$ cat src/rtl/seq_pkg.sv
// rtl/seq_pkg.sv - shared state encoding, pattern width and reset pattern
package seq_pkg;

    localparam int PAT_W = 4;
    localparam logic [PAT_W-1:0] RESET_PATTERN = 4'b1010;

    typedef enum logic {
        ST_IDLE  = 1'b0,
        ST_SHIFT = 1'b1
    } state_t;

endpackage

$ cat src/rtl/seq_match4.sv
// rtl/seq_match4.sv - overlapping 4-bit serial pattern detector, registered match
module seq_match4
    import seq_pkg::*;
(
    input  logic             clk,
    input  logic             rst,
    input  logic             bit_in,
    input  logic             bit_en,
    input  logic [PAT_W-1:0] pattern,
    input  logic             clr,
    output logic             match
);

    logic [PAT_W-2:0] hist_q, hist_d;
    logic [2:0]       seen_q, seen_d;
    logic             match_q, match_d;
    logic [PAT_W-1:0] window;

    assign window = {hist_q, bit_in};

    // seen_q saturates at 4 so a match needs a full window since the last clear
    always_comb begin
        hist_d  = hist_q;
        seen_d  = seen_q;
        match_d = 1'b0;
        if (clr) begin
            hist_d = '0;
            seen_d = '0;
        end else if (bit_en) begin
            hist_d  = window[PAT_W-2:0];
            match_d = (window == pattern) && (seen_q >= 3'd3);
            if (seen_q != 3'd4) begin
                seen_d = seen_q + 3'd1;
            end
        end
    end

    always_ff @(posedge clk or negedge rst) begin
        if (!rst) begin
            hist_q  <= '0;
            seen_q  <= '0;
            match_q <= 1'b0;
        end else begin
            hist_q  <= hist_d;
            seen_q  <= seen_d;
            match_q <= match_d;
        end
    end

    assign match = match_q;

endmodule

$ cat src/rtl/pattern_scan_ctrl.sv
// rtl/pattern_scan_ctrl.sv - word-to-bit scanner with pattern match counter and irq
module pattern_scan_ctrl
    import seq_pkg::*;
#(
    parameter int DATA_W = 8,
    parameter int CNT_W  = 8
) (
    input  logic              clk,
    input  logic              rst,
    input  logic              cfg_we,
    input  logic [PAT_W-1:0]  cfg_pattern,
    input  logic [CNT_W-1:0]  cfg_thresh,
    input  logic              in_valid,
    input  logic [DATA_W-1:0] in_data,
    output logic              in_ready,
    input  logic              irq_clr,
    output logic              busy,
    output logic              match_pulse,
    output logic [CNT_W-1:0]  match_count,
    output logic              irq
);

    localparam int BC_W = $clog2(DATA_W);
    localparam logic [BC_W-1:0]  LAST_BIT = BC_W'(DATA_W - 1);
    localparam logic [CNT_W-1:0] CNT_MAX  = '1;

    state_t            state_q, state_d;
    logic [DATA_W-1:0] sr_q, sr_d;
    logic [BC_W-1:0]   bit_cnt_q, bit_cnt_d;
    logic [PAT_W-1:0]  pattern_q, pattern_d;
    logic [CNT_W-1:0]  thresh_q, thresh_d;
    logic [CNT_W-1:0]  count_q, count_d;
    logic              irq_q, irq_d;

    logic              shifting;
    logic              accept;
    logic              cfg_ok;
    logic [CNT_W-1:0]  count_base;
    logic              count_inc;

    assign shifting = (state_q == ST_SHIFT);
    assign in_ready = (state_q == ST_IDLE) || (bit_cnt_q == '0);
    assign accept   = in_valid && in_ready;
    assign cfg_ok   = cfg_we && (state_q == ST_IDLE) && !accept;

    // Accept on the last scan cycle reloads so words stream with no bubble
    always_comb begin
        state_d   = state_q;
        sr_d      = sr_q;
        bit_cnt_d = bit_cnt_q;
        if (accept) begin
            state_d   = ST_SHIFT;
            sr_d      = in_data;
            bit_cnt_d = LAST_BIT;
        end else if (shifting) begin
            sr_d = {sr_q[DATA_W-2:0], 1'b0};
            if (bit_cnt_q == '0) begin
                state_d = ST_IDLE;
            end else begin
                bit_cnt_d = bit_cnt_q - 1'b1;
            end
        end
    end

    always_comb begin
        pattern_d = cfg_ok ? cfg_pattern : pattern_q;
        thresh_d  = cfg_ok ? cfg_thresh  : thresh_q;
    end

    // Clear takes effect before a coincident match is counted
    always_comb begin
        count_base = irq_clr ? '0 : count_q;
        count_inc  = match_pulse && (count_base != CNT_MAX);
        count_d    = count_base + CNT_W'(count_inc);
        irq_d      = irq_clr ? 1'b0 : irq_q;
        if (count_inc && (thresh_q != '0) && (count_d == thresh_q)) begin
            irq_d = 1'b1;
        end
    end

    always_ff @(posedge clk or negedge rst) begin
        if (!rst) begin
            state_q   <= ST_IDLE;
            sr_q      <= '0;
            bit_cnt_q <= '0;
            pattern_q <= RESET_PATTERN;
            thresh_q  <= '0;
            count_q   <= '0;
            irq_q     <= 1'b0;
        end else begin
            state_q   <= state_d;
            sr_q      <= sr_d;
            bit_cnt_q <= bit_cnt_d;
            pattern_q <= pattern_d;
            thresh_q  <= thresh_d;
            count_q   <= count_d;
            irq_q     <= irq_d;
        end
    end

    seq_match4 u_match (
        .clk     (clk),
        .rst     (rst),
        .bit_in  (sr_q[DATA_W-1]),
        .bit_en  (shifting),
        .pattern (pattern_q),
        .clr     (cfg_ok),
        .match   (match_pulse)
    );

    assign busy        = shifting;
    assign match_count = count_q;
    assign irq         = irq_q;

endmodule

$ cat config.mk
export PLATFORM = sky130hd
export DESIGN_NAME = pattern_scan_ctrl
export DESIGN_NICKNAME = d
export VERILOG_FILES = /design/src/rtl/seq_pkg.sv /design/src/rtl/seq_match4.sv /design/src/rtl/pattern_scan_ctrl.sv
export SDC_FILE = /design/constraint.sdc
export NUM_CORES = 1
export LEC_CHECK = 0
export CAP_MARGIN = 20
export CELL_PAD_IN_SITES_DETAIL_PLACEMENT = 1
export CELL_PAD_IN_SITES_GLOBAL_PLACEMENT = 2
export CORE_MARGIN = 2
export CORE_UTILIZATION = 29
export CTS_CLUSTER_DIAMETER = 200
export DETAILED_ROUTE_END_ITERATION = 12
export PLACE_DENSITY_LB_ADDON = 0.1
export SLEW_MARGIN = 5
export SYNTH_ARGS = -nofsm -noshare
export SYNTH_HDL_FRONTEND = slang
export SYNTH_SLANG_ARGS = --single-unit
export TNS_END_PERCENT = 5
$ cat constraint.sdc
create_clock -name clk -period 2.4 [get_ports clk]
set_input_delay 0.6 -clock clk [delete_from_list [all_inputs] [get_ports clk]]
set_output_delay 0.6 -clock clk [all_outputs]
set_load 0.03 [all_outputs]
==> metrics.md <==
| Metric | Value |
|---|---|
| Outcome | `finished clean` |
| TritonCTS clock tree | `done` |
| Chip width | `between 80 and 90 um` |
| Antenna violations before repair | `0` |
| Critical Path Sink Type | `flip-flop` |
| LEAKAGE | `approximately 1.4 nW` |
| Final Instance Count excl. Fillers | `roughly 380` |
| Layout area overhead | `40.2%` |
| DRC viols | `0` |
| Vias per inst | `4.62` |
| CTS root buffer | `clkbuf_8` |
| Overall power | `between 2 and 3 mW` |
| Pre-CTS setup slack | `-0.659 ns` |
| CTS max path bufs | `2` |
| Routed WL | `between 5000 and 6000 um` |
| RSZ-0062 raised after global routing | `false` |
| Worst-path maximum fanout | `5` |
| Final Skew | `roughly 0.0047 ns` |
| EDFF count, synth | `0` |
| Clock sinks | `40` |
| PwrDens | `~960 mW/mm^2` |
| Worst Hold Class | `input port to asynchronous set/reset pin` |
| Clock latency at the later pin of the worst-skew pair | `0.29 ns` |
| Fmax | `approximately 0.43 GHz` |
| 1st-iter DRT viols | `55` |
| Placed cells | `~370` |
| Ports | `37` |
| Filler cells | `~800` |
| Synth top area share | `between 40% and 50%` |
| Die ar. | `roughly 0.0079 mm^2` |
| Worst-Margin Slew | `about 0.79 ns` |
| Synth Net Count | `260` |
| FP Rows | `30` |
| DR WL/cell | `around 14 um` |
| Area contributors post-synth | `dfrtp_1 (46%), nand2_1 (9.2%), ha_1 (4.2%)` |
| Commonest cells post-synth | `nand2_1 (51), dfrtp_1 (38), nor2_1 (17), inv_1 (14), o21ai_0 (12)` |
| Synth unique cells | `39` |
| Initial Utilization | `30.4%` |
| Slew Limit Headroom | `roughly 47%` |
| Register area share after synthesis | `around 48%` |
| Buffers on Ports | `36` |
| Most frequent cell after synthesis | `nand2_1` |
| CTS clk-pin slew, worst paths | `roughly 0.080 ns` |
| Vias | `1769` |
| N_diodes | `0` |
| Largest net degree at the start of global routing | `35` |
| H-tree levels | `2` |
| Req. time, crit path | `2.58 ns` |
| Predominant post-synthesis flop cell | `dfrtp_1` |
| Fin crit period | `approximately 2.3 ns` |
| RePlAce Congestion | `around 0.73` |
| Yosys reg bits | `40` |
| Core area | `approximately 0.0069 mm^2` |
| Yosys top cell by area | `dfrtp_1` |
| Max rail drop VDD | `0.330 mV` |
| Setup violation total in the final timing report | `0` |
| Layout Nets | `roughly 320` |
| Die height | `around 89 um` |
| YS warnings | `0` |
| First-pass GRT wire length | `roughly 9000 um` |
| Post-Syn Area | `0.00209 mm^2` |
| Vias in the first global route | `1801` |
| Post-route setup slack | `a little under 0.09 ns` |
| Post-detail-place hpwl | `approximately 3800 um` |
| Layout cells sized above 1 | `19.9%` |
| CTS buffer count | `5` |
| Grt ovf | `0` |
| Final max-slew violation count | `0` |
| Max Cap Viol | `0` |
| Synth Instances | `approximately 230` |
| Endpoints failing hold | `0` |
| Detail Route Antenna Nets | `0` |
| Startpoint types | `input port` |
| Drt pass-1 iters | `4` |
| Ys async rst share | `100%` |
| Syn_area_per_cell | `9.16 um^2` |
| GRT Util Overall | `~15%` |
| Crit Path Class | `input port to flip-flop` |
| Fin crit share | `between 90% and 100%` |
| CP Data Arrival Time | `about 2.5 ns` |
## per-layer routing
layer  GRT usage, %  vias to the layer above  routed length [um]
li1               -                      885                   -
met1           21.4                      856                2700
met2           22.7                       24                2360
met3           3.17                        4                 157
met4           3.31                        0                  43
met5              0                        -                   0
## area by class of cell
cell class	instances	area (um^2)	area share (%)
Clock inverter	1	30.0	1.03
Tap cell	96	120	4.10
Multi-Input combinational cell	165	1070	36.7
Sequential cell	40	1010	34.4
Inverter	14	52.6	1.79
Timing Repair Buffer	60	547	18.7
Clock buffer	7	96.3	3.29
## final timing paths
kind | from | end | slack (ns) | depth (start not counted)
worst max register to register | match_count[5]$_DFF_PN0_ | irq$_DFFE_PN0P_ | 0.12 | 10
worst max-delay path | irq_clr | irq$_DFFE_PN0P_ | 0.09 | 11
min in group clk | pattern_q[3]$_DFFE_PN1P_ | pattern_q[3]$_DFFE_PN1P_ | 0.47 | 2
max in group asynchronous | rst | sr_q[4]$_DFFE_PN0P_ | 1.42 | 2
worst min-delay path | rst | u_match.seen_q[1]$_DFFE_PN0P_ | 0.38 | 1
worst min register to register | pattern_q[3]$_DFFE_PN1P_ | pattern_q[3]$_DFFE_PN1P_ | 0.47 | 2
## sequential cells by signal (all words and copies together) (netlist names)
name and cells:
sr_q 8, pattern_q 4, u_match.seen_q 3, irq 1, busy 1, u_match.hist_q 3, bit_cnt_q 3, u_match.match 1
match_count 8, thresh_q 8
## timing repair
item                                    in CTS  in global routing
buffers inserted                             1                  1
resized for setup                            7                  5
endpoints found under the setup margin       1                  1
hold buffers                                 0                  0
pin swaps                                    4                  4
## report_power, final
group	switching (mW)	internal, mW	leakage (nW)
Combinational	0.543	0.518	0.814
Clock	0.249	0.367	0.0645
Sequential	0.204	0.941	0.493
## kinds of logic after synthesis
kind of cell             count (synthesis)  share of synthesized area (%)
AO/OA/AOI/OAI                           44                           13.1
multiplexers                             6                           3.24
buffers and inverters                   23                           4.31
flip-flops                              40                           48.1
AND/OR/NAND/NOR                         95                           20.9
adder cells (fa/ha/maj)                  7                           4.19
XOR/XNOR                                13                           6.17
## critical path, cell delays in order
cell and delay (ns):
clkdlybuf4s15_2 0.21, nor2b_4 0.12, nand3_2 0.09, o21a_1 0.20
ha_4 0.17, ha_4 0.17, nand3_2 0.09, mux2_4 0.33
xnor2_2 0.14, o31ai_2 0.09, o41ai_2 0.30
## cell usage in the layout (no fill, tap or decap), types with 3 or more instances in the layout
cell type,synthesis,final
a31oi_1,8,8
xor2_1,5,5
nand3_1,5,3
clkdlybuf4s50_1,0,33
dfrtp_1,38,34
dfrtp_2,0,4
nor2_1,17,17
nor2b_1,4,3
clkbuf_8,0,7
ha_1,7,5
o22ai_1,8,8
nand2b_1,5,5
xnor2_1,7,6
mux2i_1,3,3
a21oi_1,8,8
o21ai_0,12,12
inv_1,14,14
nand2_1,51,50
buf_4,1,24
## stage by stage
step	hold slack (ns)	area, um^2	utilization (%)	setup TNS, ns
final	0.382	2930	42.6	0
after global routing	0.438	2930	42.6	0
after CTS	0.415	2890	42.1	0
after detailed placement	0.461	2740	39.9	-0.876
after global placement	0.463	2740	39.9	-0.655
after floorplan	0.304	2130	-	-0.00382
Note: power is estimated with default switching activity, not from simulation.
